`config.mk`:
```
export PLATFORM = sky130hd
export DESIGN_NAME = div_ctrl_flat
export DESIGN_NICKNAME = d
export VERILOG_FILES = /design/src/rtl/div_ctrl_if.sv /design/src/rtl/div_ctrl.sv /design/src/flat_wrapper.sv
export SDC_FILE = /design/constraint.sdc
export NUM_CORES = 1
export LEC_CHECK = 0
export BUFFER_PORTS_ARGS = -buffer_cell sky130_fd_sc_hd__buf_2
export CORE_ASPECT_RATIO = 1.1
export CORE_MARGIN = 1.5
export CORE_UTILIZATION = 50
export CTS_BUF_LIST = sky130_fd_sc_hd__clkbuf_4 sky130_fd_sc_hd__clkbuf_8
export CTS_CLUSTER_DIAMETER = 200
export DETAILED_ROUTE_END_ITERATION = 8
export PLACE_DENSITY_LB_ADDON = 0.3
export SLEW_MARGIN = 20
export SYNTH_ARGS = -nofsm -noshare
export SYNTH_HDL_FRONTEND = slang
export SYNTH_SLANG_ARGS = --single-unit
export TNS_END_PERCENT = 30
```
`constraint.sdc`:
```
create_clock -name clk -period 3.2 [get_ports clk]
set_clock_uncertainty 0.2 [all_clocks]
set_input_delay 0.16 -clock clk [delete_from_list [all_inputs] [get_ports clk]]
set_output_delay 0.16 -clock clk [all_outputs]
set_load 0.03 [all_outputs]
```
`src/rtl/div_ctrl_if.sv`:
```
// Handshake bundle between the E stage and the multi-cycle divider.
// The E stage is the master; div_ctrl is the slave.
interface div_ctrl_if;
    logic        start;
    logic        signed_div;
    logic [31:0] a;
    logic [31:0] b;
    logic        flush;
    logic        stall;
    logic        busy;
    logic        done;
    logic        hilowrite;
    logic [31:0] hi;
    logic [31:0] lo;

    modport master (
        output start, signed_div, a, b, flush,
        input  stall, busy, done, hilowrite, hi, lo
    );

    modport slave (
        input  start, signed_div, a, b, flush,
        output stall, busy, done, hilowrite, hi, lo
    );
endinterface

```
`src/rtl/div_ctrl.sv`:
```
// DIV/DIVU sequencer: 32-step restoring divider with sign fix-up,
// E-stage stall and a one-cycle HI/LO write strobe.
module div_ctrl (
    input  logic       clk,
    input  logic       resetn,
    div_ctrl_if.slave  dif
);

    typedef enum logic [1:0] {IDLE, RUN, FIX, DONE} state_t;

    state_t      state;
    logic        sdiv;
    logic        sa;
    logic        sb;
    logic [31:0] dvsr;
    logic [31:0] rem;
    logic [31:0] quo;
    logic [31:0] hi_q;
    logic [31:0] lo_q;
    logic [4:0]  cnt;
    logic        done_q;
    logic        accept;
    logic [32:0] diff;
    logic        neg_q;
    logic        neg_r;

    // 0x80000000 maps to itself and is then read as unsigned
    function automatic logic [31:0] mag(input logic [31:0] x);
        return x[31] ? (~x + 32'd1) : x;
    endfunction

    assign accept = dif.start & ~dif.flush;

    // rem < dvsr before each shift, so diff[32] is exactly the borrow
    assign diff = {rem, quo[31]} - {1'b0, dvsr};

    assign neg_q = sdiv & (sa ^ sb);
    assign neg_r = sdiv & sa;

    always_ff @(posedge clk or negedge resetn) begin
        if (!resetn) begin
            state  <= IDLE;
            sdiv   <= 1'b0;
            sa     <= 1'b0;
            sb     <= 1'b0;
            dvsr   <= '0;
            rem    <= '0;
            quo    <= '0;
            hi_q   <= '0;
            lo_q   <= '0;
            cnt    <= '0;
            done_q <= 1'b0;
        end else begin
            done_q <= 1'b0;
            unique case (state)
                IDLE: begin
                    if (accept) begin
                        sdiv  <= dif.signed_div;
                        sa    <= dif.a[31];
                        sb    <= dif.b[31];
                        quo   <= dif.signed_div ? mag(dif.a) : dif.a;
                        dvsr  <= dif.signed_div ? mag(dif.b) : dif.b;
                        rem   <= '0;
                        cnt   <= '0;
                        state <= RUN;
                    end
                end
                RUN: begin
                    if (dif.flush) begin
                        state <= IDLE;
                    end else begin
                        rem <= diff[32] ? {rem[30:0], quo[31]}
                                        : diff[31:0];
                        quo <= {quo[30:0], ~diff[32]};
                        cnt <= cnt + 5'd1;
                        if (cnt == 5'd31) state <= FIX;
                    end
                end
                FIX: begin
                    if (dif.flush) begin
                        state <= IDLE;
                    end else begin
                        lo_q   <= neg_q ? (~quo + 32'd1) : quo;
                        hi_q   <= neg_r ? (~rem + 32'd1) : rem;
                        done_q <= 1'b1;
                        state  <= DONE;
                    end
                end
                DONE: begin
                    state <= IDLE;
                end
                default: begin
                    state <= IDLE;
                end
            endcase
        end
    end

    assign dif.busy      = (state != IDLE);
    assign dif.stall     = ((state == IDLE) & accept)
                         | (state == RUN)
                         | (state == FIX);
    assign dif.done      = done_q;
    assign dif.hilowrite = done_q;
    assign dif.hi        = hi_q;
    assign dif.lo        = lo_q;

endmodule

```
`src/flat_wrapper.sv`:
```
// flat-port wrapper written by rule: the top's interface ports become plain ports
module div_ctrl_flat 
  (clk, resetn, dif_start, dif_signed_div, dif_a, dif_b, dif_flush, dif_stall, dif_busy, dif_done, dif_hilowrite, dif_hi, dif_lo);
  div_ctrl_if dif_i ();
  input  logic clk;
  input  logic resetn;
  input wire logic [$bits(dif_i.start)-1:0] dif_start;
  input wire logic [$bits(dif_i.signed_div)-1:0] dif_signed_div;
  input wire logic [$bits(dif_i.a)-1:0] dif_a;
  input wire logic [$bits(dif_i.b)-1:0] dif_b;
  input wire logic [$bits(dif_i.flush)-1:0] dif_flush;
  output wire logic [$bits(dif_i.stall)-1:0] dif_stall;
  output wire logic [$bits(dif_i.busy)-1:0] dif_busy;
  output wire logic [$bits(dif_i.done)-1:0] dif_done;
  output wire logic [$bits(dif_i.hilowrite)-1:0] dif_hilowrite;
  output wire logic [$bits(dif_i.hi)-1:0] dif_hi;
  output wire logic [$bits(dif_i.lo)-1:0] dif_lo;
  assign dif_i.start = dif_start;
  assign dif_i.signed_div = dif_signed_div;
  assign dif_i.a = dif_a;
  assign dif_i.b = dif_b;
  assign dif_i.flush = dif_flush;
  assign dif_stall = dif_i.stall;
  assign dif_busy = dif_i.busy;
  assign dif_done = dif_i.done;
  assign dif_hilowrite = dif_i.hilowrite;
  assign dif_hi = dif_i.hi;
  assign dif_lo = dif_i.lo;
  div_ctrl u_core (.clk(clk), .resetn(resetn), .dif(dif_i));
endmodule
```
==> results, run 1 <==
- The run finished, with violations left.
- The final reports fail on setup timing.
- The number of hold violations in the final report is 0.
- The placement row count is 56.
- The part of the total power dissipated in the clock network is 0.137.
- The congestion estimate from routability-driven global placement came to about 0.91.
- The element type at the critical path end is a register.
- Setup repair after global routing could not meet its margin everywhere.
- For this configuration, the core starts out at a cell density of 0.513.
- For the worst setup path, the data required time is between 3 and 4 ns.
- The number of fill cells is 1819.
- The number of standard cells in the layout, taps in and fillers out is 1885.
- Derived from the worst setup path, the maximum achievable clock frequency is slightly above 300 MHz.
- Ranked by total cell area, the synthesized netlist is headed by dfrtp_1 39%, a21oi_1 6.9%, xor2_1 6.0%.
- The floorplan die height is about 160 um.
- After technology mapping, the gate count stands at 1335.
- The number of warnings printed during yosys synthesis is 0.
- The net total in the final layout is around 1.7k.
- The transition time of the tightest slew-check pin is roughly 0.9 ns.
- Ranked by instance count, the synthesized netlist is headed by 171 x dfrtp_1, 152 x a21oi_1, 151 x nor2_1.
- Across all hold checks on the routed design, the worst slack comes to 0.00954 ns.
- The number of vias per cell is 5.50.
- IR analysis of the VDD net gives a maximum drop of about 0.00047 V.
- The cell taking the most area after synthesis is dfrtp_1.
- The net switching component of the power is 0.00475 W.
- By instance count, the leading cell after synthesis is dfrtp_1.
- Of the total power, registers draw 0.287.
- The clock tree from TritonCTS is done.
- The static leakage is between 6 and 7 nW.
- The wire length after detailed routing is 28900 um.
- The highest net fanout along the worst path is 7.
- The remaining routing DRC violations is 0.
- The total track usage is 0.255.
- Max-cap violations in this run came to 0.
- The power per cell area is about 800 nW/um^2.
- The initial antenna violation count is 0.
- Clock latency on the worst-skew pair, taken at its later pin, is roughly 0.47 ns.
- The detail route stage leaves a number of antenna-violating nets equal to 0.
- The largest net degree at the start of global routing is a little under 70.
- The number of H-tree levels is 4.
- In this run the clock root is driven by a clkbuf_8.
- The number of clock buffers inserted by TritonCTS is 17.
- The first-pass detailed-route iteration total is 5.
- For this design the top-level I/O count stands at 137.
- Counting flops with a built-in enable in the synthesized netlist gives 0.
- The total placed cells including tap cells is roughly 1.8k.
- STA classifies the critical path startpoint as a register.
- When the netlist entered floorplanning its net count stood at 1443.
- The total half-perimeter wirelength after legalization and detailed placement is 21200 um.
- The core area is 21500 um^2.
- After layout, the worst setup slack is -0.0731 ns.
- The clock drives 171 sinks.
- The post-synthesis cell type count is 70.
- The final setup violation count is 22.
- The post-synthesis average cell area is between 8 and 9 um^2.
- In the final layout, the share of cells above drive strength 1 is 0.193.
- The chip width is approximately 140 um.
- The area fraction of the dominant cell type after synthesis is 0.388.
- In the final layout, the multi-input gates occupy between 6000 and 7000 um^2.
- The via count of the first global-routing pass was 9720.
- In the final routed layout, each cell accounts on average for 15.3 um.
- From synthesis to final layout, the design area changed by 25.6%.
- The total count of max-transition violations in the final report is 0.
- The detailed router finished its first iteration with just over 700 violations.
- The share of async-settable or async-resettable flops after synthesis is 1.00.
- Across the whole layout, storage elements account for 4280 um^2.
- The dominant register cell in the synthesized netlist is dfrtp_1.
- Synthesis inferred 171 register bits.
- The final clock period utilization by the worst path is 1.02.
- In this run the worst hold path is classified as in2reg.
- The routed design could run at a clock period as short as 3.27 ns.
- The switching portion of total power is 0.439.
- The type of the worst setup path is reg2reg.
- The netlist area before placement is 11000 um^2.
- Global routing finished with a remaining overflow of 0.
- Measured against its own limit, the worst slew margin works out to 0.409.
- Across all layers, the routed design uses between 10k and 15k vias.
- The floorplan step defined a die boundary enclosing 23000 um^2.
- After clock tree synthesis, the clock-pin slew on the worst setup and hold paths is 0.10 ns.
- The number of diodes is 0.
- The portion of the post-synthesis area used by sequential elements is 0.388.
- The deepest clock path buffer count is 2.
- The first global-routing pass estimated 47200 um of wire.
- The arrival time reported for the critical path endpoint is 3.49 ns.
- Cell internal power was estimated by the tool at 0.00607 W.
- The count of input and output buffers is 136.
- The logic gate share of total power is 0.576.
[logic make-up after synthesis]
| family | after synthesis | share of synthesized area |
|---|---|---|
| AO/OA/AOI/OAI | 385 | 0.206 |
| XOR/XNOR | 145 | 0.116 |
| adder cells (fa/ha/maj) | 39 | 0.0449 |
| buffers and inverters | 124 | 0.0454 |
| flip-flops | 171 | 0.388 |
| multiplexers | 4 | 0.00397 |
| AND/OR/NAND/NOR | 467 | 0.196 |
[layout make-up]
cell class / instances / share of cell area
inverter: 53 / 0.0144
clock inverter: 14 / 0.00984
timing repair buffer: 300 / 0.158
multi-input combinational: 1040 / 0.465
sequential: 171 / 0.309
clock buffer: 17 / 0.0169
tap: 290 / 0.0262
[sequential cells by signal, summed over array words and instances, names as in the netlist]
name,flops
u_core.sb,1
u_core.sa,1
u_core.quo,32
u_core.dif.hi,32
u_core.dif.done,1
u_core.dif.lo,32
u_core.state,2
u_core.cnt,5
u_core.rem,32
u_core.dvsr,32
u_core.sdiv,1
[final timing paths]
check,from,depth (start not counted),to,slack [ns]
worst max-delay path,u_core.dvsr[0],12,u_core.rem[8],-0.07
worst min-delay path,dif_a[20],5,u_core.quo[20],0.01
worst max register to register,u_core.dvsr[0],12,u_core.rem[8],-0.07
worst min register to register,u_core.dvsr[20],2,u_core.dvsr[20],0.28
max in group asynchronous,resetn,3,u_core.dvsr[30],1.88
min in group asynchronous,resetn,2,u_core.dif.hi[6],0.06
[what timing repair did]
action	in CTS	in global routing
cloned	2	0
buffers inserted	7	4
endpoints found under the hold margin	184	0
hold buffers	77	0
setup endpoints to repair	32	38
resized for setup	14	22
pin swaps	10	9
[cell usage in the layout (no fill, tap or decap), drive strengths merged, types with 20 or more instances in the layout]
cell type,count
ha,38
nand2,148
xor2,75
o31ai,21
inv,60
o21ai,118
dfrtp,171
nor3,25
xnor2,70
nand3,55
nor2,151
buf,223
a21o,20
dlygate4sd3,77
a21oi,153
[power by group through the flow]
stage          clock network [W]  logic [W]  registers, W
2_1_floorplan                  0    0.00355       0.00324
3_3_place_gp                   0    0.00549       0.00311
3_5_place_dp                   0    0.00553       0.00312
4_1_cts                  0.00150    0.00599       0.00308
5_1_grt                  0.00159    0.00683       0.00316
6_report                 0.00148    0.00624       0.00310
[critical path, cell delays in order (launching register included)]
cell,delay [ns]
dfrtp_1,0.40
ha_2,0.21
fa_2,0.36
nand2b_4,0.16
a21oi_4,0.16
o21ba_4,0.19
o2111ai_4,0.12
a211oi_2,0.28
a21oi_2,0.12
o21ai_4,0.22
xnor2_2,0.16
or4_1,0.52
nand3_1,0.10
[per-stage QoR]
| stage | worst slack, ns | area [um^2] | power [W] | setup TNS, ns | utilization |
|---|---|---|---|---|---|
| floorplan | -0.00215 | 11000 | 0.00679 | -0.00215 | - |
| global placement | -0.0812 | 12400 | 0.00859 | -0.877 | 0.579 |
| detailed placement | -0.207 | 12400 | 0.00866 | -3.48 | 0.579 |
| CTS | -0.0790 | 13700 | 0.0106 | -0.254 | 0.639 |
| global route | -0.195 | 13900 | 0.0116 | -4.18 | 0.644 |
| finish | -0.0731 | 13900 | 0.0108 | -0.454 | 0.644 |
[per-layer routing]
metal  GRT usage  wire length (um)
met5           0                 0
met4      0.0735               573
met3      0.0392              1720
met2       0.410             13400
met1       0.355             13200
Note: power is estimated with default switching activity, not from simulation.
==> inputs of run 2 (changes only) <==
--- a/config.mk
+++ b/config.mk
@@ -13,6 +13,7 @@
 export CTS_CLUSTER_DIAMETER = 200
 export DETAILED_ROUTE_END_ITERATION = 8
 export PLACE_DENSITY_LB_ADDON = 0.3
+export SETUP_SLACK_MARGIN = 0.5
 export SLEW_MARGIN = 20
 export SYNTH_ARGS = -nofsm -noshare
 export SYNTH_HDL_FRONTEND = slang
==> run 2 against run 1 <==
The flow still finishes with violations (setup timing). Combinational power rose by 15%. Wire length increased by 7.9%. Count of clock-buffer cells in the layout did not move. Sequential power hardly changed. Sequential cell count unchanged. Via count rose by 3.0%. Sequential share of layout area is 1.3 points lower. Critical path type unchanged. Largest cell class unchanged.
==> results, run 2 (synthesis gave the netlist of run 1 again) <==
- The total half-perimeter wirelength after legalization and detailed placement is 21700 um.
- The data required time of the worst path is approximately 3.4 ns.
- In the layout the commonest cells are 171 x dfrtp_1, 148 x a21oi_1, 145 x nor2_1.
- The post-route setup TNS is -0.153 ns.
- The class of the most critical hold timing path is in2reg.
- From left edge to right edge, the die measures 145 um.
- The remaining routing DRC violations is 0.
- The static leakage is between 6 and 7 nW.
- Leaving out fill and tap cells, the most frequent cell in the layout is dfrtp_1.
- For this design, the slowest cell found on the critical path is dfrtp_1.
- Across all register-to-register paths, the minimum setup slack is -0.04 ns.
- The checks that failed: setup timing.
- The highest net fanout along the worst path is 9.
- Subtracting the final worst setup slack from the clock period gives 3.24 ns.
- The worst setup path is of the reg2reg kind.
- The sink count of the clock tree is 171.
- The total placed cells including tap cells is 1782.
- The number of H-tree levels is 4.
- At the worst endpoint, the arrival time is between 3 and 4 ns.
- Hold timing on the final database bottoms out at a slack of approximately 0.022 ns.
- The number of vias per cell is 5.61.
- The total track usage is 0.264.
- Setup repair after global routing could not meet its margin everywhere.
- Among cell families on the critical path, the largest total delay comes from compound AO/OA/AOI/OAI gates.
- The overall overflow remaining after global route is 0.
- The area added between synthesis and finish is 31.0%.
- The design draws approximately 0.012 W.
- The power per cell area is approximately 820 nW/um^2.
- The number of hold violations in the final report was 0.
- In this run the clock root is driven by a clkbuf_8.
- The floorplan has 56 rows.
- The tool flagged a number of max-cap violations equal to 0.
- The worst setup path is launched from a register.
- The final clock period utilization by the worst path is 1.01.
- The via count of the first global-routing pass is between 9k and 10k.
- Port buffering added 136 buffers.
- The clock insertion delay at the later pin of the skew report is 0.48 ns.
- The clock tree from TritonCTS is done.
- The element type at the critical path end is a register.
- In the final layout, the share of cells above drive strength 1 is 0.236.
- The register clock-pin slew on the reported worst setup and hold paths is 0.10 ns.
- For this configuration, the core starts out at a cell density of 0.513.
- Together, buffers and inverters on the worst path number 1.
- For this run, the top clock speed supported by timing is 308 MHz.
- At the pin with the least slew margin, the transition time is 0.753 ns.
- Setup violations remaining at the end of the flow were counted as 8.
- The deepest clock path buffer count is 2.
- The area enclosed by the die boundary is approximately 23000 um^2.
- The worst IR drop on VDD is around 0.00047 V.
- After the flow finishes, the layout carries non-filler instances totaling 1906.
- In this run the vertical extent of the chip is 159 um.
- The via count of the routed design is 10.7k.
- The wire length per cell is about 16 um.
- The number of nets with antenna violations after detailed routing is 0.
- The total count of max-transition violations in the final report is 0.
- For this run, the detailed router's first-pass iteration total came to 5.
- In this run the tightest slew margin relative to its limit is 0.498.
- The number of fill cells is 1721.
- The highest cell delay on the worst timing path is 0.42 ns.
- The initial DRC count is just under 900.
- In the post-route analysis, the smallest setup slack over all paths is -0.0441 ns.
- The wire length after detailed routing is 31100 um.
- The initial antenna violation count is 0.
- The wire length of the first global-routing pass is 48600 um.
- Entering global routing, the biggest net connects 81 pins.
- The boundary pin count is about 140.
- In this run, CTS created clock tree buffers numbering 17.
- The run finished, with violations left.
- The number of antenna diodes in the final layout is 0.
- Walking the worst path, the cells encountered are ha_4 -> fa_2 -> nand2b_4 -> a21oi_4 -> o21ba_4 -> o2111ai_4 -> a211oi_4 -> a21oi_2 -> o21ai_4 -> xor2_4 -> buf_12 -> nand2_1 -> a32o_1.
- At the end of the flow, the number of nets in the layout was 1711.
- The core area is 21500 um^2.
- The routability congestion estimate from global placement is 0.896.
[run 2: cell count changes in the layout (fill, tap and decap cells not counted), moves of 5 or more]
| cell | delta |
|---|---|
| inv_8 | +5 |
| nand3_2 | +15 |
| buf_4 | +15 |
| nand3_1 | -16 |
| o21ai_2 | +6 |
| buf_6 | +6 |
[run 2: timing repair]
item | 4_1_cts | 5_1_grt
gates cloned | 0 | 2
pin swaps | 34 | 54
hold buffers | 76 | 0
gates resized for setup | 33 | 66
setup endpoints to repair | 45 | 67
hold endpoints to repair | 145 | 0
setup buffers | 8 | 6
[run 2: routing by layer]
| metal | up-vias | global-route usage | wire [um] |
|---|---|---|---|
| met1 | 5082 | 0.376 | 14400 |
| met5 | - | 0 | 0 |
| met2 | 364 | 0.423 | 14700 |
| met3 | 50 | 0.0308 | 1510 |
| met4 | 0 | 0.0698 | 499 |
| li1 | 5193 | - | - |
[run 2: cell type report]
type                    count  area, um^2  area share
multi-input cells        1040        6820       0.472
flip-flops and latches    171        4280       0.296
repair buffers            320        2380       0.164
well taps                 290         363      0.0251
clock buffers              17         234      0.0162
inverters                  53         199      0.0138
clock inverters            15         173      0.0120
[run 2: path summary, 6_finish.rpt]
kind / from / to / depth (start not counted)
max: u_core.dvsr[0] / u_core.rem[0] / 13
max reg2reg: u_core.dvsr[0] / u_core.rem[0] / 13
max in group asynchronous: resetn / u_core.dvsr[31] / 3
min: dif_b[15] / u_core.dvsr[19] / 5
min in group asynchronous: resetn / u_core.dif.hi[6] / 2
min reg2reg: u_core.dvsr[22] / u_core.dvsr[22] / 2
[run 2: report_power, final]
group          leakage, nW  total, W  internal (W)  switching (W)
Clock                0.202   0.00158      0.000663       0.000921
Combinational         4.24   0.00717       0.00325        0.00391
Sequential            2.13   0.00309       0.00261       0.000482
[run 2: through the flow]
stage / setup slack (ns) / util / instance area [um^2]
5_1_grt: -0.156 / 0.672 / 14400
3_3_place_gp: -0.0897 / 0.587 / 12600
3_5_place_dp: -0.207 / 0.587 / 12600
4_1_cts: -0.0408 / 0.651 / 14000
6_report: -0.0441 / 0.672 / 14400
2_1_floorplan: 0.0993 / - / 11100
[run 2: worst min-delay path: stages]
cell	delay, ns
buf_2	0.09
or3_1	0.11
nor3_1	0.07
o21ai_0	0.15
a31oi_1	0.08
